## config.mk

```make
export PLATFORM = sky130hd
export DESIGN_NAME = draw_menu_text
export DESIGN_NICKNAME = d
export VERILOG_FILES = /design/src/rtl/vga_pkg.sv /design/src/rtl/font_rom.sv /design/src/rtl/draw_menu_text.sv
export SDC_FILE = /design/constraint.sdc
export NUM_CORES = 1
export LEC_CHECK = 0
export ABC_AREA = 0
export CORE_AREA = 4 4 104 106
export DETAILED_ROUTE_END_ITERATION = 7
export DIE_AREA = 0 0 108 110
export PLACE_DENSITY = 0.77
export SYNTH_ARGS = -nofsm -noshare
export SYNTH_HDL_FRONTEND = slang
export SYNTH_SLANG_ARGS = --single-unit
```

## constraint.sdc

```tcl
create_clock -name clk -period 2 [get_ports clk]
set_input_delay 0.6 -clock clk [delete_from_list [all_inputs] [get_ports clk]]
set_output_delay 0.6 -clock clk [all_outputs]
set_load 0.01 [all_outputs]
```

## src/rtl/vga_pkg.sv

```systemverilog
`default_nettype none
// +----------------------------------------------------------------------------+
// | Package     : vga_pkg                                                      |
// | Description : Shared constants, types and the glyph generator used by the  |
// |               menu text drawing stage.                                     |
// |               - CHAR_W/CHAR_H     : glyph cell size in pixels              |
// |               - TEXT_COLS/ROWS    : character grid of the text box         |
// |               - TEXT_BOX_W/H      : text box size in pixels                |
// |               - vga_sig_t         : raster position, timing and RGB bundle |
// |               - font_glyph_row()  : 8-pixel glyph line for a code/line     |
// | Revision    : 1.0 - initial release                                        |
// +----------------------------------------------------------------------------+
package vga_pkg;

   localparam int CHAR_W     = 8;
   localparam int CHAR_H     = 16;
   localparam int TEXT_COLS  = 16;
   localparam int TEXT_ROWS  = 16;
   localparam int TEXT_BOX_W = CHAR_W * TEXT_COLS;
   localparam int TEXT_BOX_H = CHAR_H * TEXT_ROWS;

   // Everything that rides along the pixel pipeline untouched (except rgb,
   // which the last stage may replace with the text colour).
   typedef struct packed {
      logic [10:0] hcount;
      logic [10:0] vcount;
      logic        hsync;
      logic        vsync;
      logic        hblnk;
      logic        vblnk;
      logic [11:0] rgb;
   } vga_sig_t;

   // Glyph content: line 0 of every cell is blank so adjacent text rows stay
   // separated; the remaining lines form a code-dependent bit pattern. Bit 7
   // is the leftmost pixel of the cell.
   function automatic logic [7:0] font_glyph_row(input logic [6:0] code,
                                                 input logic [3:0] line);
      logic [7:0] row;
      if (line == 4'd0) begin
         row = 8'h00;
      end else begin
         row = {code, 1'b1} ^ {line, line};
      end
      return row;
   endfunction

endpackage : vga_pkg
`default_nettype wire

```

## src/rtl/font_rom.sv

```systemverilog
`default_nettype none
// +----------------------------------------------------------------------------+
// | Module      : font_rom                                                     |
// | Description : 2048 x 8 glyph ROM with a registered read port. Address is   |
// |               {char_code[6:0], line[3:0]}; data is one 8-pixel glyph line. |
// | Ports       : clk              - pixel clock                               |
// |               addr[10:0]       - {code, line}                              |
// |               char_line_pixels - registered glyph byte, bit 7 = leftmost   |
// | Revision    : 1.0 - initial release                                        |
// +----------------------------------------------------------------------------+
module font_rom
   import vga_pkg::*;
(
   input  logic        clk,
   input  logic [10:0] addr,
   output logic [7:0]  char_line_pixels
);

   logic [7:0] pixels_q;

   // ROM contents come from the glyph generator, so this maps onto a plain
   // registered lookup table.
   always_ff @(posedge clk) begin
      pixels_q <= font_glyph_row(addr[10:4], addr[3:0]);
   end

   assign char_line_pixels = pixels_q;

endmodule : font_rom
`default_nettype wire

```

## src/rtl/draw_menu_text.sv

```systemverilog
`default_nettype none
// +----------------------------------------------------------------------------+
// | Module      : draw_menu_text                                               |
// | Description : Overlays a 16x16-character (128x256 pixel) text box onto the |
// |               VGA pixel stream. Issues a character address to the text    |
// |               ROM, looks up the returned code in the font ROM and paints   |
// |               set glyph pixels with TEXT_COLOR. Fixed 4-clock latency on   |
// |               every output.                                                |
// | Ports       : clk, rst                 - pixel clock, sync active-high rst |
// |               hcount_in, vcount_in     - raster position                   |
// |               hsync/vsync/hblnk/vblnk_in - timing                          |
// |               rgb_in                   - background pixel (RGB444)         |
// |               char_code                - text ROM data, 1 clk after char_xy|
// |               char_xy                  - {row, col} text ROM address       |
// |               *_out                    - 4-clock delayed timing/position   |
// |               rgb_out                  - composited pixel                  |
// | Revision    : 1.0 - initial release                                        |
// +----------------------------------------------------------------------------+
module draw_menu_text
   import vga_pkg::*;
#(
   parameter logic [10:0] TEXT_X     = 11'd256,
   parameter logic [10:0] TEXT_Y     = 11'd128,
   parameter logic [11:0] TEXT_COLOR = 12'hFFF
)(
   input  logic        clk,
   input  logic        rst,
   input  logic [10:0] hcount_in,
   input  logic [10:0] vcount_in,
   input  logic        hsync_in,
   input  logic        vsync_in,
   input  logic        hblnk_in,
   input  logic        vblnk_in,
   input  logic [11:0] rgb_in,
   input  logic [6:0]  char_code,
   output logic [7:0]  char_xy,
   output logic [10:0] hcount_out,
   output logic [10:0] vcount_out,
   output logic        hsync_out,
   output logic        vsync_out,
   output logic        hblnk_out,
   output logic        vblnk_out,
   output logic [11:0] rgb_out
);

   // ------------------------------------------------------------------
   // Stage 0: box test and cell decomposition on the raw inputs
   // ------------------------------------------------------------------
   logic       in_x, in_y, in_box;
   logic [6:0] rel_x;   // 0..127 inside the box
   logic [7:0] rel_y;   // 0..255 inside the box
   logic [7:0] char_xy_d;
   vga_sig_t   in_sig;

   // Compare in 12 bits so a box placed near the top of the 11-bit range
   // cannot wrap its far edge.
   assign in_x   = (hcount_in >= TEXT_X) &&
                   ({1'b0, hcount_in} < ({1'b0, TEXT_X} + 12'(TEXT_BOX_W)));
   assign in_y   = (vcount_in >= TEXT_Y) &&
                   ({1'b0, vcount_in} < ({1'b0, TEXT_Y} + 12'(TEXT_BOX_H)));
   assign in_box = in_x && in_y;

   assign rel_x = 7'(hcount_in - TEXT_X);
   assign rel_y = 8'(vcount_in - TEXT_Y);

   assign char_xy_d = in_box ? {rel_y[7:4], rel_x[6:3]} : 8'h00;

   always_comb begin
      in_sig.hcount = hcount_in;
      in_sig.vcount = vcount_in;
      in_sig.hsync  = hsync_in;
      in_sig.vsync  = vsync_in;
      in_sig.hblnk  = hblnk_in;
      in_sig.vblnk  = vblnk_in;
      in_sig.rgb    = rgb_in;
   end

   // ------------------------------------------------------------------
   // Delay line. draw*_q already folds in the blanking flags, so the
   // output stage only needs the glyph bit.
   // ------------------------------------------------------------------
   logic [7:0] char_xy_q;
   vga_sig_t   sig1_q, sig2_q, sig3_q, out_q;
   logic       draw1_q, draw2_q, draw3_q;
   logic [3:0] line1_q, line2_q;
   logic [2:0] bit1_q, bit2_q, bit3_q;

   logic [7:0] glyph_byte;
   logic       pixel_on;
   vga_sig_t   out_d;

   always_ff @(posedge clk) begin
      if (rst) begin
         char_xy_q <= 8'h00;
         sig1_q    <= '0;
         sig2_q    <= '0;
         sig3_q    <= '0;
         out_q     <= '0;
         draw1_q   <= 1'b0;
         draw2_q   <= 1'b0;
         draw3_q   <= 1'b0;
         line1_q   <= 4'd0;
         line2_q   <= 4'd0;
         bit1_q    <= 3'd0;
         bit2_q    <= 3'd0;
         bit3_q    <= 3'd0;
      end else begin
         // Stage 1: address goes out to the text ROM
         char_xy_q <= char_xy_d;
         sig1_q    <= in_sig;
         draw1_q   <= in_box && !hblnk_in && !vblnk_in;
         line1_q   <= rel_y[3:0];
         bit1_q    <= rel_x[2:0];
         // Stage 2: char_code valid, font address formed from it
         sig2_q    <= sig1_q;
         draw2_q   <= draw1_q;
         line2_q   <= line1_q;
         bit2_q    <= bit1_q;
         // Stage 3: font ROM has registered the glyph byte
         sig3_q    <= sig2_q;
         draw3_q   <= draw2_q;
         bit3_q    <= bit2_q;
         // Stage 4: output register
         out_q     <= out_d;
      end
   end

   font_rom u_font_rom (
      .clk              (clk),
      .addr             ({char_code, line2_q}),
      .char_line_pixels (glyph_byte)
   );

   assign pixel_on = glyph_byte[3'd7 - bit3_q];

   always_comb begin
      out_d = sig3_q;
      if (draw3_q && pixel_on) begin
         out_d.rgb = TEXT_COLOR;
      end
   end

   assign char_xy    = char_xy_q;
   assign hcount_out = out_q.hcount;
   assign vcount_out = out_q.vcount;
   assign hsync_out  = out_q.hsync;
   assign vsync_out  = out_q.vsync;
   assign hblnk_out  = out_q.hblnk;
   assign vblnk_out  = out_q.vblnk;
   assign rgb_out    = out_q.rgb;

endmodule : draw_menu_text
`default_nettype wire
```

==> results.cfg <==
[drt]
drt_wl_total_um = 7704
drtIter0Drc = 75
ant_nets = 0
firstDrtPassIters = 4
vias_per_cell = 4.280
wl_per_cell_um = 11.96
route.detailed.drc = 0
vias = 2756

[critical_path]
cp_max_fo = 1
path_cells = clkdlybuf4s50_1
critPathLaunch = vcount_out[10]$_SDFF_PP0_
cpPeakStageDelay_ns = 0.53
cp_data_required_time_ns = 1.40
worst_path_max_delay_cell = clkdlybuf4s50_1
critPathTopFamily = buffers and inverters
arrival_ns = 1.35
critPathLaunchType = register
crit_type = reg -> out
regToRegStartpoint = out_d[27]$_SDFF_PP0_
critPathBufInv = 1
cp-end-kind = primary output

[synth]
yosys-top-cells-area = dfxtp_1 (69%), nor2b_1 (18%), a211oi_2 (2.5%), nor3b_2 (2.5%), xnor2_1 (1.2%)
yosys_most_used_dff = dfxtp_1
synth_cell_types = 24
synth_top_area_cell = dfxtp_1
async_reset_ff_frac = 0
syn_area_um2 = 4987
ys_ff_latch = 171
synthTopCellsByCount = dfxtp_1 (171), nor2b_1 (142), clkbuf_1 (14)
synth_edf_count = 0
synth_top_area_share = 0.6864
syn_nets = 453
netlist_instances = 406
syn_area_per_cell_um2 = 12.28
yosysWarningCount = 0
yosysMostFrequentCell = dfxtp_1
ys_seq_area_frac = 0.6864

[place]
port_buffers = 92
place_ws_ns = 0.06283
dp_hpwl_um = 4982
place.gp.congestion = 0.7734
placed_area_um2 = 6005

[sta]
drv_slew = 0
tightest_slew_ns = 0.7078
rsz0062_at_grt = no
setup_ws_ns = 0.05162
finalSetupViolations = 0
relSlewSlack = 0.5242
hold_viol = 0
fin_worst_skew_ns = 0.008009
min_period_over_period = 0.9742
final.setup.tns_ns = 0
period_minus_slack_ns = 1.948
max_freq_mhz = 513.2

[power_and_ir_drop]
power.net_switching_mw = 1.465
power.density_nw_per_um2 = 1066
p_leak_nw = 2.782
ir_drop_uv = 677.3
internal-power_mw = 5.587
power_frac_comb = 0.044
sw_frac_of_total = 0.2078
p_seq_frac = 0.505
p_clk_frac = 0.451

[floorplanning]
rows = 36
ioPinCount = 93
die_y_um = 110
initial_core_util = 0.5102
die_area_um2 = 11880
die_w_um = 108
design.core.area_um2 = 9774

[layout]
area_growth_pct = 32.69
drive_gt1_frac = 0.1115
layout.nets = 545
antenna-diode-count = 0
fin_area_um2 = 6618
fillers = 719

[global_routing]
grt_use_met1 = 0.1604
gr-total-overflow = 0
groute.layer.met2.usage = 0.2225
grt_pass1_vias = 2742
grt_pass1_wl_um = 12620
grt_usage = 0.1396
gr-max-usage-layer = met2
antenna_found_initial = 0
grt_max_degree = 154
grt_use_met3 = 0.06523

[hold_path]
hp-class = in -> reg
min_from = rst

[clocking]
cts.sinks = 171
clk_pin_slew_ns = 0.07
cts-htree-levels = 4
cts_buffers = 17
cts_tree = built
cts.hold.buffers_added = 0
clk_latency_ns = 0.50
post_cts_buffers = 0
clock-root-buffer = clkbuf_8
cts_max_path_buffers = 2

[flow_run]
drv_cap = 0

[run_status]
status = complete, no violations
routing by layer:
| layer | wire length (um) | part of all wire | vias to the layer above |
|---|---|---|---|
| met5 | 0 | 0 | - |
| met4 | 93 | 0.012 | 0 |
| met3 | 619 | 0.080 | 7 |
| met2 | 3660 | 0.48 | 75 |
| met1 | 3331 | 0.43 | 1229 |
| li1 | - | - | 1445 |
cells by family after synthesis:
logic type	synth area share
XOR/XNOR	0.01405
AO/OA/AOI/OAI	0.03010
buffers and inverters	0.02735
AND/OR/NAND/NOR	0.2336
flip-flops	0.6864
multiplexers	0.008530
through the flow:
step	utilization	hold slack (ns)	std cells	power, mW
floorplan	-	0.4138	406	3.796
global placement	0.6143	0.4177	612	3.937
detailed placement	0.6143	0.4204	612	3.949
CTS	0.6742	0.2774	644	7.138
global route	0.6770	0.2849	644	7.330
finish	0.6770	0.3058	644	7.052
cell usage in the layout, fill, tap and decap left out, drive strengths merged, types with 2 or more instances in the layout:
cell type / count
dlygate4sd2: 11
dlymetal6s2s: 11
bufinv: 2
dfxtp: 171
nor3b: 14
and2: 7
nor2b: 143
clkbuf: 19
mux2i: 2
clkinv: 5
xnor2: 7
clkdlybuf4s50: 69
a211oi: 12
inv: 18
buf: 2
nor2: 10
power groups by stage:
stage	Clock, mW	Sequential, mW	Combinational, mW
after CTS	3.26	3.56	0.314
after floorplan	0	3.63	0.165
after global routing	3.42	3.57	0.339
after global placement	0	3.63	0.305
after detailed placement	0	3.64	0.313
final	3.18	3.56	0.309
registers in the layout, indices dropped and copies added (netlist names):
name and count:
char_xy 8, draw1_q 1, draw2_q 1, draw3_q 1, hblnk_out 1, hcount_out 11
hsync_out 1, out_d 26, rgb_out 12, sig1_q 38, sig2_q 38, sig3_q 12
u_font_rom.char_line_pixels 8, vblnk_out 1, vcount_out 11, vsync_out 1
final cells by class:
| class | instances | area [um2] | share of cell area |
|---|---|---|---|
| tap | 133 | 166.4 | 0.02515 |
| multi-input combinational | 202 | 1428 | 0.2157 |
| sequential | 171 | 3423 | 0.5173 |
| clock inverter | 13 | 157.7 | 0.02382 |
| clock buffer | 19 | 441.7 | 0.06674 |
| inverter | 13 | 48.80 | 0.007374 |
| timing repair buffer | 93 | 952.2 | 0.1439 |
path summary, 6_finish.rpt:
path	end	slack (ns)	depth (start not counted)
worst max-delay path	vcount_out[10]	0.05	1
worst max register to register	rgb_out[10]$_SDFF_PP0_	0.32	3
worst min-delay path	sig1_q[35]$_SDFF_PP0_	0.31	2
worst min register to register	sig3_q[2]$_SDFF_PP0_	0.43	1
what timing repair did:
action,4_1_cts,5_1_grt
cloned,0,0
gates resized for setup,11,11
setup endpoints to repair,11,11
Note: power is estimated with default switching activity, not from simulation.
